===== src/rtl/seg_enc_pkg.sv =====
// Shared types and constants for the 7-segment digit encoder.
// Segment byte layout is bit7..bit0 = A,B,C,D,E,F,G,DP, active high.
package seg_enc_pkg;

    typedef enum logic [1:0] {IDLE, CONV, ENC} state_t;

    localparam logic [7:0] SEG_LUT [16] = '{
        8'hFC, 8'h60, 8'hDA, 8'hF2, 8'h66, 8'hB6, 8'hBE, 8'hE0,
        8'hFE, 8'hF6, 8'hEE, 8'h3E, 8'h9C, 8'h7A, 8'h9E, 8'h8E
    };
    localparam logic [7:0] SEG_DASH  = 8'h02;
    localparam logic [7:0] SEG_BLANK = 8'h00;

    function automatic logic [63:0] pow10(input int n);
        logic [63:0] r;
        r = 64'd1;
        for (int i = 0; i < n; i++) r = r * 64'd10;
        return r;
    endfunction

endpackage


===== src/rtl/seg_digit_encoder_if.sv =====
// Request channel into the digit encoder: value, mode and decimal points
// qualified by a valid/ready handshake.
interface seg_digit_encoder_if #(
    parameter int NUM   = 4,
    parameter int BIN_W = 14
);
    logic             in_valid;
    logic             in_ready;
    logic [BIN_W-1:0] in_data;
    logic             in_hex;
    logic [NUM-1:0]   in_dp;

    modport master (output in_valid, in_data, in_hex, in_dp, input in_ready);
    modport slave  (input in_valid, in_data, in_hex, in_dp, output in_ready);
endinterface


===== src/rtl/bcd_dd_step.sv =====
// One double-dabble iteration: add 3 to every BCD nibble >= 5, then shift
// the whole register left by one taking i_bit into the LSB.
module bcd_dd_step
    import seg_enc_pkg::*;
#(
    parameter int NUM = 4
) (
    input  logic [4*NUM-1:0] i_bcd,
    input  logic             i_bit,
    output logic [4*NUM-1:0] o_bcd
);

    logic [4*NUM-1:0] w_adj;

    for (genvar g = 0; g < NUM; g++) begin : g_nib
        assign w_adj[4*g +: 4] = (i_bcd[4*g +: 4] >= 4'd5) ? i_bcd[4*g +: 4] + 4'd3
                                                           : i_bcd[4*g +: 4];
    end

    assign o_bcd = {w_adj[4*NUM-2:0], i_bit};

endmodule


===== src/rtl/seg_digit_encoder.sv =====
// Binary-to-7-segment feeder for the scan controller; decimal via serial
// double-dabble or hex. Optional leading-zero blanking: SEG_ZERO_BLANK_EN.
module seg_digit_encoder
    import seg_enc_pkg::*;
#(
    parameter int NUM   = 4,
    parameter int BIN_W = 14
) (
    input  logic                 clk,
    input  logic                 rst,
    seg_digit_encoder_if.slave   s_if,
    output logic [NUM-1:0][7:0]  led_out,
    output logic                 done,
    output logic                 ovf
);

    localparam logic [63:0] OVF_LIM   = pow10(NUM);
    localparam bit          OVF_REACH = (((64'd1 << BIN_W) - 64'd1) >= OVF_LIM);
    localparam int          CNT_W     = (BIN_W > 1) ? $clog2(BIN_W) : 1;
    localparam logic [CNT_W-1:0] CNT_LAST = CNT_W'(BIN_W - 1);

    state_t                r_state;
    logic [BIN_W-1:0]      r_bin;
    logic [4*NUM-1:0]      r_bcd;
    logic [CNT_W-1:0]      r_cnt;
    logic                  r_hex;
    logic                  r_ovfq;
    logic [NUM-1:0]        r_dp;
    logic [NUM-1:0][7:0]   r_led;
    logic                  r_done;
    logic                  r_ovf;

    logic                  w_hs;
    logic                  w_ovf_in;
    logic [4*NUM-1:0]      w_bcd_nxt;
    logic [4*NUM-1:0]      w_hex;
    logic [4*NUM-1:0]      w_dig;
    logic [7:0]            w_base;
    logic [NUM-1:0][7:0]   w_seg;
`ifdef SEG_ZERO_BLANK_EN
    logic                  w_run;
`endif

    assign s_if.in_ready = (r_state == IDLE) & ~rst;
    assign w_hs          = s_if.in_valid & s_if.in_ready;

    // Narrow inputs can never reach 10^NUM, so the compare folds away.
    if (OVF_REACH) begin : g_ovf
        assign w_ovf_in = (64'(s_if.in_data) >= OVF_LIM);
    end else begin : g_no_ovf
        assign w_ovf_in = 1'b0;
    end

    if (BIN_W >= 4*NUM) begin : g_hex_trunc
        assign w_hex = r_bin[4*NUM-1:0];
    end else begin : g_hex_ext
        assign w_hex = {{(4*NUM-BIN_W){1'b0}}, r_bin};
    end

    bcd_dd_step #(.NUM(NUM)) u_dd (
        .i_bcd (r_bcd),
        .i_bit (r_bin[BIN_W-1]),
        .o_bcd (w_bcd_nxt)
    );

    assign w_dig = r_hex ? w_hex : r_bcd;

    // Walk from the top digit down; the zero run ends at the first nonzero.
    always_comb begin
        w_seg  = '0;
        w_base = SEG_BLANK;
`ifdef SEG_ZERO_BLANK_EN
        w_run  = 1'b1;
`endif
        for (int i = NUM-1; i >= 0; i--) begin
`ifdef SEG_ZERO_BLANK_EN
            w_run = w_run & (w_dig[4*i +: 4] == 4'd0);
`endif
            if (r_ovfq)
                w_base = SEG_DASH;
`ifdef SEG_ZERO_BLANK_EN
            else if (w_run && (i != 0))
                w_base = SEG_BLANK;
`endif
            else
                w_base = SEG_LUT[w_dig[4*i +: 4]];
            w_seg[i] = w_base | {7'd0, r_dp[i]};
        end
    end

    always_ff @(posedge clk) begin
        if (rst) begin
            r_state <= IDLE;
            r_led   <= '0;
            r_done  <= 1'b0;
            r_ovf   <= 1'b0;
        end else begin
            r_done <= 1'b0;
            case (r_state)
                IDLE: if (w_hs) begin
                    r_bin   <= s_if.in_data;
                    r_hex   <= s_if.in_hex;
                    r_dp    <= s_if.in_dp;
                    r_ovfq  <= ~s_if.in_hex & w_ovf_in;
                    r_bcd   <= '0;
                    r_cnt   <= '0;
                    r_state <= (!s_if.in_hex && !w_ovf_in) ? CONV : ENC;
                end
                CONV: begin
                    r_bcd <= w_bcd_nxt;
                    r_bin <= r_bin << 1;
                    r_cnt <= r_cnt + CNT_W'(1);
                    if (r_cnt == CNT_LAST) r_state <= ENC;
                end
                ENC: begin
                    r_led   <= w_seg;
                    r_done  <= 1'b1;
                    r_ovf   <= r_ovfq;
                    r_state <= IDLE;
                end
                default: r_state <= IDLE;
            endcase
        end
    end

    assign led_out = r_led;
    assign done    = r_done;
    assign ovf     = r_ovf;

endmodule


===== src/flat_wrapper.sv =====
// flat-port wrapper written by rule: the top's interface ports become plain ports
module seg_digit_encoder_flat import seg_enc_pkg::*;
#(
    parameter int NUM   = 4,
    parameter int BIN_W = 14
)
  (clk, rst, led_out, done, ovf, s_if_in_valid, s_if_in_data, s_if_in_hex, s_if_in_dp, s_if_in_ready);
  seg_digit_encoder_if #(.NUM(NUM), .BIN_W(BIN_W)) s_if_i ();
  input  logic clk;
  input  logic rst;
  output logic [NUM-1:0][7:0] led_out;
  output logic done;
  output logic ovf;
  input wire logic [$bits(s_if_i.in_valid)-1:0] s_if_in_valid;
  input wire logic [$bits(s_if_i.in_data)-1:0] s_if_in_data;
  input wire logic [$bits(s_if_i.in_hex)-1:0] s_if_in_hex;
  input wire logic [$bits(s_if_i.in_dp)-1:0] s_if_in_dp;
  output wire logic [$bits(s_if_i.in_ready)-1:0] s_if_in_ready;
  assign s_if_i.in_valid = s_if_in_valid;
  assign s_if_i.in_data = s_if_in_data;
  assign s_if_i.in_hex = s_if_in_hex;
  assign s_if_i.in_dp = s_if_in_dp;
  assign s_if_in_ready = s_if_i.in_ready;
  seg_digit_encoder #(.NUM(NUM), .BIN_W(BIN_W)) u_core (.clk(clk), .rst(rst), .s_if(s_if_i), .led_out(led_out), .done(done), .ovf(ovf));
endmodule

===== config.mk =====
export PLATFORM = sky130hd
export DESIGN_NAME = seg_digit_encoder_flat
export DESIGN_NICKNAME = d
export VERILOG_FILES = /design/src/rtl/seg_enc_pkg.sv /design/src/rtl/seg_digit_encoder_if.sv /design/src/rtl/bcd_dd_step.sv /design/src/rtl/seg_digit_encoder.sv /design/src/flat_wrapper.sv
export SDC_FILE = /design/constraint.sdc
export NUM_CORES = 1
export LEC_CHECK = 0
export ABC_AREA = 1
export CELL_PAD_IN_SITES_DETAIL_PLACEMENT = 1
export CELL_PAD_IN_SITES_GLOBAL_PLACEMENT = 2
export CORE_ASPECT_RATIO = 2
export CORE_MARGIN = 2
export CORE_UTILIZATION = 33
export CTS_CLUSTER_SIZE = 40
export DETAILED_ROUTE_END_ITERATION = 16
export PLACE_DENSITY_LB_ADDON = 0.1
export SYNTH_ARGS = -nofsm -noshare
export SYNTH_HDL_FRONTEND = slang
export SYNTH_SLANG_ARGS = --single-unit

===== constraint.sdc =====
create_clock -name clk -period 3.8 [get_ports clk]
set_input_delay 0.76 -clock clk [delete_from_list [all_inputs] [get_ports clk]]
set_output_delay 0.76 -clock clk [all_outputs]
set_load 0.01 [all_outputs]

==> results of run 1 <==
[flip-flops by register name, indices dropped and copies added (netlist names)]
| register | cells |
|---|---|
| u_core.r_ovfq | 1 |
| u_core.r_dp | 4 |
| u_core.led_out | 32 |
| u_core.r_state | 2 |
| u_core.r_hex | 1 |
| u_core.done | 1 |
| u_core.ovf | 1 |
| u_core.r_bcd | 16 |
| u_core.r_bin | 14 |
| u_core.r_cnt | 4 |
[where the power goes]
part / internal (mW) / switching, mW / total (mW)
Clock: 0.480 / 0.336 / 0.816
Combinational: 0.140 / 0.221 / 0.361
Sequential: 0.917 / 0.0327 / 0.950
Total: 1.54 / 0.590 / 2.13
[worst max-delay path, delay by kind of cell]
family | cells | cell delay, ps
buf+inv | 3 | 1140
simple gates | 2 | 290
[per-layer routing]
metal | global-route usage | vias to the layer above | share of wire
met4 | 0.05418 | 0 | 0.018
met1 | 0.1966 | 1858 | 0.42
met2 | 0.3136 | 58 | 0.54
met5 | 0 | - | 0
li1 | - | 2007 | -
met3 | 0.03007 | 11 | 0.026
[layout make-up]
type | count | share of cell area
flip-flops and latches | 76 | 0.3512
clock inverters | 4 | 0.004344
inverters | 64 | 0.04435
repair buffers | 60 | 0.1079
multi-input cells | 418 | 0.4097
clock buffers | 12 | 0.04710
well taps | 155 | 0.03544
[stage by stage]
step / cell area (um^2) / util / instances
floorplan: 4558 / - / 578
global placement: 5191 / 0.3842 / 773
detailed placement: 5191 / 0.3842 / 773
CTS: 5473 / 0.4050 / 789
global route: 5473 / 0.4050 / 789
finish: 5473 / 0.4050 / 789
[worst min path at each step]
| stage | startpoint | end | slack, ps | depth (start not counted) |
|---|---|---|---|---|
| final | u_core.led_out[30] | u_core.led_out[30] | 460 | 2 |
| after global routing | u_core.led_out[14] | u_core.led_out[14] | 480 | 2 |
| after detailed placement | u_core.led_out[30] | u_core.led_out[30] | 460 | 2 |
| after CTS | u_core.led_out[7] | u_core.led_out[7] | 470 | 2 |
| after global placement | u_core.led_out[27] | u_core.led_out[27] | 450 | 2 |
| after floorplan | u_core.r_dp[0] | u_core.led_out[0] | 450 | 2 |
[cell usage in the layout, fill, tap and decap left out, types with 3 or more instances in the layout]
master,synthesis,routed
nand2_2,6,6
clkbuf_16,0,10
o21ai_1,4,4
o21ai_2,6,6
dfxtp_1,36,36
xor2_1,3,3
nand2_4,4,4
clkdlybuf4s50_1,0,56
nor2_1,39,39
clkinv_2,0,3
nand3_1,64,64
inv_2,4,4
o211ai_1,3,3
inv_1,59,59
o21ai_0,43,43
nand2_1,153,153
buf_4,3,4
ha_1,34,34
nand3b_1,3,3
edfxtp_1,40,40
a21oi_1,43,42
[kinds of logic (layout without fill, tap and decap cells)]
| logic type | Yosys count | after routing | share of synthesized area |
|---|---|---|---|
| XOR/XNOR | 4 | 4 | 0.007687 |
| flip-flops | 76 | 76 | 0.4216 |
| AND/OR/NAND/NOR | 276 | 276 | 0.2624 |
| adder cells (fa/ha/maj) | 34 | 34 | 0.09333 |
| AO/OA/AOI/OAI | 104 | 104 | 0.1260 |
| buffers and inverters | 84 | 140 | 0.08894 |
==> results.toml, run 1 <==
[final_layout]
layout.nets = 685
drive_above_1_share = 0.07098
seq_area_um2 = 1922
multiInputGateArea_um2 = 2242
n_antenna_cell = 0
syn2layout_area_growth_pct = 20.07
nFillCells = 1677

[timing]
worstMarginPinSlew_ps = 937.5
max_freq_ghz = 0.3371
layout_min_cycle_time_ps = 2966
period_share = 0.7806
hold_ws_ps = 463.5
final.setup.worst_slack_ps = 833.7
report.final.hold_viol_count = 0
setup_viol_count_final = 0
maxSlewHeadroom = 0.3750
rsz0062_at_grt = "false"
tns_ps = 0
slew_viol_final = 0
skew_ps = 7.172

[place]
dp_hpwl_um = 9255
place_congestion = 0.7995
post-place-ws_ps = 806.4
port_buffers = 56

[pwr]
finalPower_mw = 2.127
power_density_nw_per_um2 = 388.7
p_leak_nw = 2.324
peakVddDrop_uv = 231.0

[detailed_routing]
ant_nets = 0
vias = 3934
drt_iter0_markers = 122
wl_um = 11970
first_pass_iters = 4
routedWlPerCell_um = 15.17
drc = 0
vias_per_cell = 4.986

[logic_synthesis]
syn_nets = 634
synth_edf_count = 40
synthTopCellsByCount = "153 x nand2_1, 64 x nand3_1, 59 x inv_1"
synth_top_cell_area_share = 0.2635
synth_cell_types = 34
ys_warn_count = 0
ys_seq_elements = 76
syn_area_um2 = 4558
synth_top_cell_by_area = "edfxtp_1"
ys.flop_type = "edfxtp_1"
yosysMostFrequentCell = "nand2_1"
ys_seq_area_frac = 0.4216
async_flop_share = 0
synth_cells = 578
synth_area_leaders = "edfxtp_1 26%, dfxtp_1 16%, nand2_1 13%"
synth.avg_cell_area_um2 = 7.886

[floorplanning]
initial_utilization = 0.3373
coreArea_um2 = 13510
die_x_um = 87.11
row_count = 60
dieArea_um2 = 14830
die_y_um = 170.2
boundaryPins = 57

[cts]
clk_latency_ps = 340
ctsHoldBuffers = 0
cts_root_buffer = "clkbuf_16"
cts_max_level = 3
cts_sinks = 76
cts_tree = "yes"
cts_buffer_depth = 2
cts_resized = 0
clkTransAtPathRegs_ps = 60
cts_buffers = 9
cts_setup_buffers = 0

[worst_setup_path]
r2r_start = "u_core.r_hex"
critPathSlowestCell = "clkdlybuf4s50_1"
worst_path_most_repeated_cell = "clkdlybuf4s50_1"
rr_worst_depth = 10
crit_path_max_incr_delay_ps = 540
path_class = "input port to primary output"
cp_data_required_time_ps = 3040
worst_setup_path_end_kind = "primary output"
r2r_slack_ps = 1360
critPathLaunchType = "input port"
crit_chain = "clkdlybuf4s50_1 > inv_2 > nand2_1 > nor2_1 > clkdlybuf4s50_1"
cp_max_fo = 10
timing.rr.end = "u_core.led_out[2]"
startpoint = "rst"
cp-endpoint = "s_if_in_ready"
cp.arrival_ps = 2210

[grt]
overflow = 0
grt.total_usage = 0.1712
antenna_found_initial = 0
grt_max_degree = 35
grt_pass1_vias = 4023
grt_pass1_wl_um = 19950

[run_status]
outcome = "finished clean"

[flow_run]
max-cap-violations = 0

[min_path]
min_path_type = "flip-flop to flip-flop"
No activity file was read; power rests on OpenSTA's default activity.
==> run 2, diff against run 1 <==
--- a/config.mk
+++ b/config.mk
@@ -10,7 +10,7 @@
 export CELL_PAD_IN_SITES_GLOBAL_PLACEMENT = 2
 export CORE_ASPECT_RATIO = 2
 export CORE_MARGIN = 2
-export CORE_UTILIZATION = 33
+export CORE_UTILIZATION = 30
 export CTS_CLUSTER_SIZE = 40
 export DETAILED_ROUTE_END_ITERATION = 16
 export PLACE_DENSITY_LB_ADDON = 0.1
==> constraint.sdc (replaced) <==
create_clock -name clk -period 2.4 [get_ports clk]
set_input_delay 0.48 -clock clk [delete_from_list [all_inputs] [get_ports clk]]
set_output_delay 0.48 -clock clk [all_outputs]
set_load 0.01 [all_outputs]
==> run 2 against run 1 <==
Effect of this change:
- clock skew increased by 0.54 ps
- clock power rose by 79%
- flip-flop and latch count unchanged
- largest cell class unchanged
- routed wire length up 2.0%
- die area increased by 9.6%
- global-route usage fell by 1.6 points
- core utilization decreased by 2.6 points
- sequential power increased by 58%
- critical path depth stayed put
- setup slack lost 620 ps
==> results.toml, run 2 (same netlist as run 1, synthesis figures left out) <==
[run_status]
outcome = "finished clean"

[worst_setup_path]
crit_chain = "clkdlybuf4s50_1 > inv_2 > nand2_1 > nor2_1 > clkdlybuf4s50_1"
r2r_start = "u_core.r_hex"
path_class = "input port to primary output"
cp_data_required_time_ps = 1920
crit_path_max_incr_delay_ps = 540
r2r_slack_ps = 450
critPathLaunchType = "input port"
worst_setup_path_end_kind = "primary output"
timing.rr.end = "u_core.led_out[31]"
cp_max_fo = 2
critPathSlowestCell = "clkdlybuf4s50_1"
cp.arrival_ps = 1710
crit_buf_inv = 3
rr_worst_depth = 9
crit_family = "buffers and inverters"
worst_path_most_repeated_cell = "clkdlybuf4s50_1"
crit_cells = 5

[timing]
slew_viol_final = 0
period_share = 0.9108
layout_min_cycle_time_ps = 2186
max_freq_ghz = 0.4575
skew_ps = 7.707
maxSlewHeadroom = 0.4332
worstMarginPinSlew_ps = 849.3
report.final.hold_viol_count = 0
rsz0062_at_grt = "false"
final.setup.worst_slack_ps = 214.0
tns_ps = 0
setup_viol_count_final = 0

[final_layout]
final_area_um2 = 5620
drive_above_1_share = 0.08138
layout_commonest_cell = "nand2_1"
nFillCells = 1847
most-common-layout-cells = "153 x nand2_1, 64 x nand3_1, 59 x inv_1"
n_antenna_cell = 0
largest_reg_flops = 32
layout.nets = 690
syn2layout_area_growth_pct = 23.30

[floorplanning]
boundaryPins = 57
die_x_um = 91.16
dieArea_um2 = 16260
coreArea_um2 = 14820
die_y_um = 178.3
initial_utilization = 0.3076
row_count = 63

[grt]
antenna_found_initial = 0
overflow = 0
grt_pass1_wl_um = 20000
grt_max_degree = 35
grt.total_usage = 0.1550
grt_pass1_vias = 4039

[detailed_routing]
first_pass_iters = 4
routedWlPerCell_um = 14.63
drt_iter0_markers = 92
vias_per_cell = 4.694
drc = 0
vias = 3915
wl_um = 12210
ant_nets = 0

[cts]
cts_max_level = 3
cts_resized = 0
cts_tree = "yes"
cts_root_buffer = "clkbuf_16"
clkTransAtPathRegs_ps = 60
cts_buffers = 9
cts_sinks = 76
cts_buffer_depth = 2
cts_setup_buffers = 0
clk_latency_ps = 340
ctsHoldBuffers = 0

[flow_run]
max-cap-violations = 0

[place]
post-place-ws_ps = 207.1
port_buffers = 56
dp_hpwl_um = 9397
place_congestion = 0.8010
dpl_cell_area_um2 = 5304

[pwr]
peakVddDrop_uv = 327.4
finalPower_mw = 3.553
power_density_nw_per_um2 = 632.1
p_leak_nw = 2.370

[min_path]
min_from = "u_core.led_out[12]"
min_path_type = "flip-flop to flip-flop"
min_path_cells = 2
holdPathEnd = "u_core.led_out[12]"
-- run 2: changes by cell type in the layout (fill, tap and decap cells not counted) --
cell	previous run	this run
buf_12	0	2
bufinv_16	0	2
clkbuf_1	2	0
clkinvlp_4	0	1
clkbuf_16	10	9
buf_4	4	7
-- run 2: worst register-to-register path, stage by stage (launching register included) --
cell      delay (ps)
edfxtp_1         410
buf_12           210
o21ai_2          320
inv_1            130
ha_1             250
inv_1            100
nor2_1            70
o21ai_0          170
nand3_1           80
a21oi_1          140
-- run 2: metrics by stage --
| stage | utilization | hold slack (ps) | instances |
|---|---|---|---|
| global placement | 0.3579 | 454.8 | 818 |
| CTS | 0.3793 | 465.2 | 834 |
| detailed placement | 0.3579 | 456.3 | 818 |
| floorplan | - | 447.5 | 578 |
| finish | 0.3793 | 462.6 | 834 |
| global route | 0.3793 | 478.6 | 834 |
-- run 2: power by group --
part | internal (mW) | switching (mW)
registers | 1.45 | 0.0458
logic | 0.235 | 0.359
clock network | 0.907 | 0.555
total | 2.59 | 0.959
-- run 2: how the worst max path moves through the flow --
stage / end / slack (ps) / startpoint
detailed placement: s_if_in_ready / 210 / rst
floorplan: u_core.r_bcd[0] / 190 / rst
global route: s_if_in_ready / 150 / rst
global placement: s_if_in_ready / 220 / rst
CTS: s_if_in_ready / 200 / rst
finish: s_if_in_ready / 210 / rst
-- run 2: cell type report --
| type | instances | area (um^2) | area share |
|---|---|---|---|
| Multi-Input combinational cell | 418 | 2242 | 0.3989 |
| Sequential cell | 76 | 1922 | 0.3419 |
| Timing Repair Buffer | 65 | 653.1 | 0.1162 |
| Tap cell | 195 | 244.0 | 0.04341 |
| Inverter | 64 | 242.7 | 0.04319 |
| Clock buffer | 9 | 225.2 | 0.04007 |
| Clock inverter | 7 | 91.34 | 0.01625 |
-- run 2: routing by layer --
metal / track usage / up-vias / share of wire
li1: - / 2012 / -
met1: 0.1703 / 1834 / 0.42
met2: 0.2935 / 60 / 0.54
met3: 0.02577 / 9 / 0.027
met4: 0.05871 / 0 / 0.017
met5: 0 / - / 0
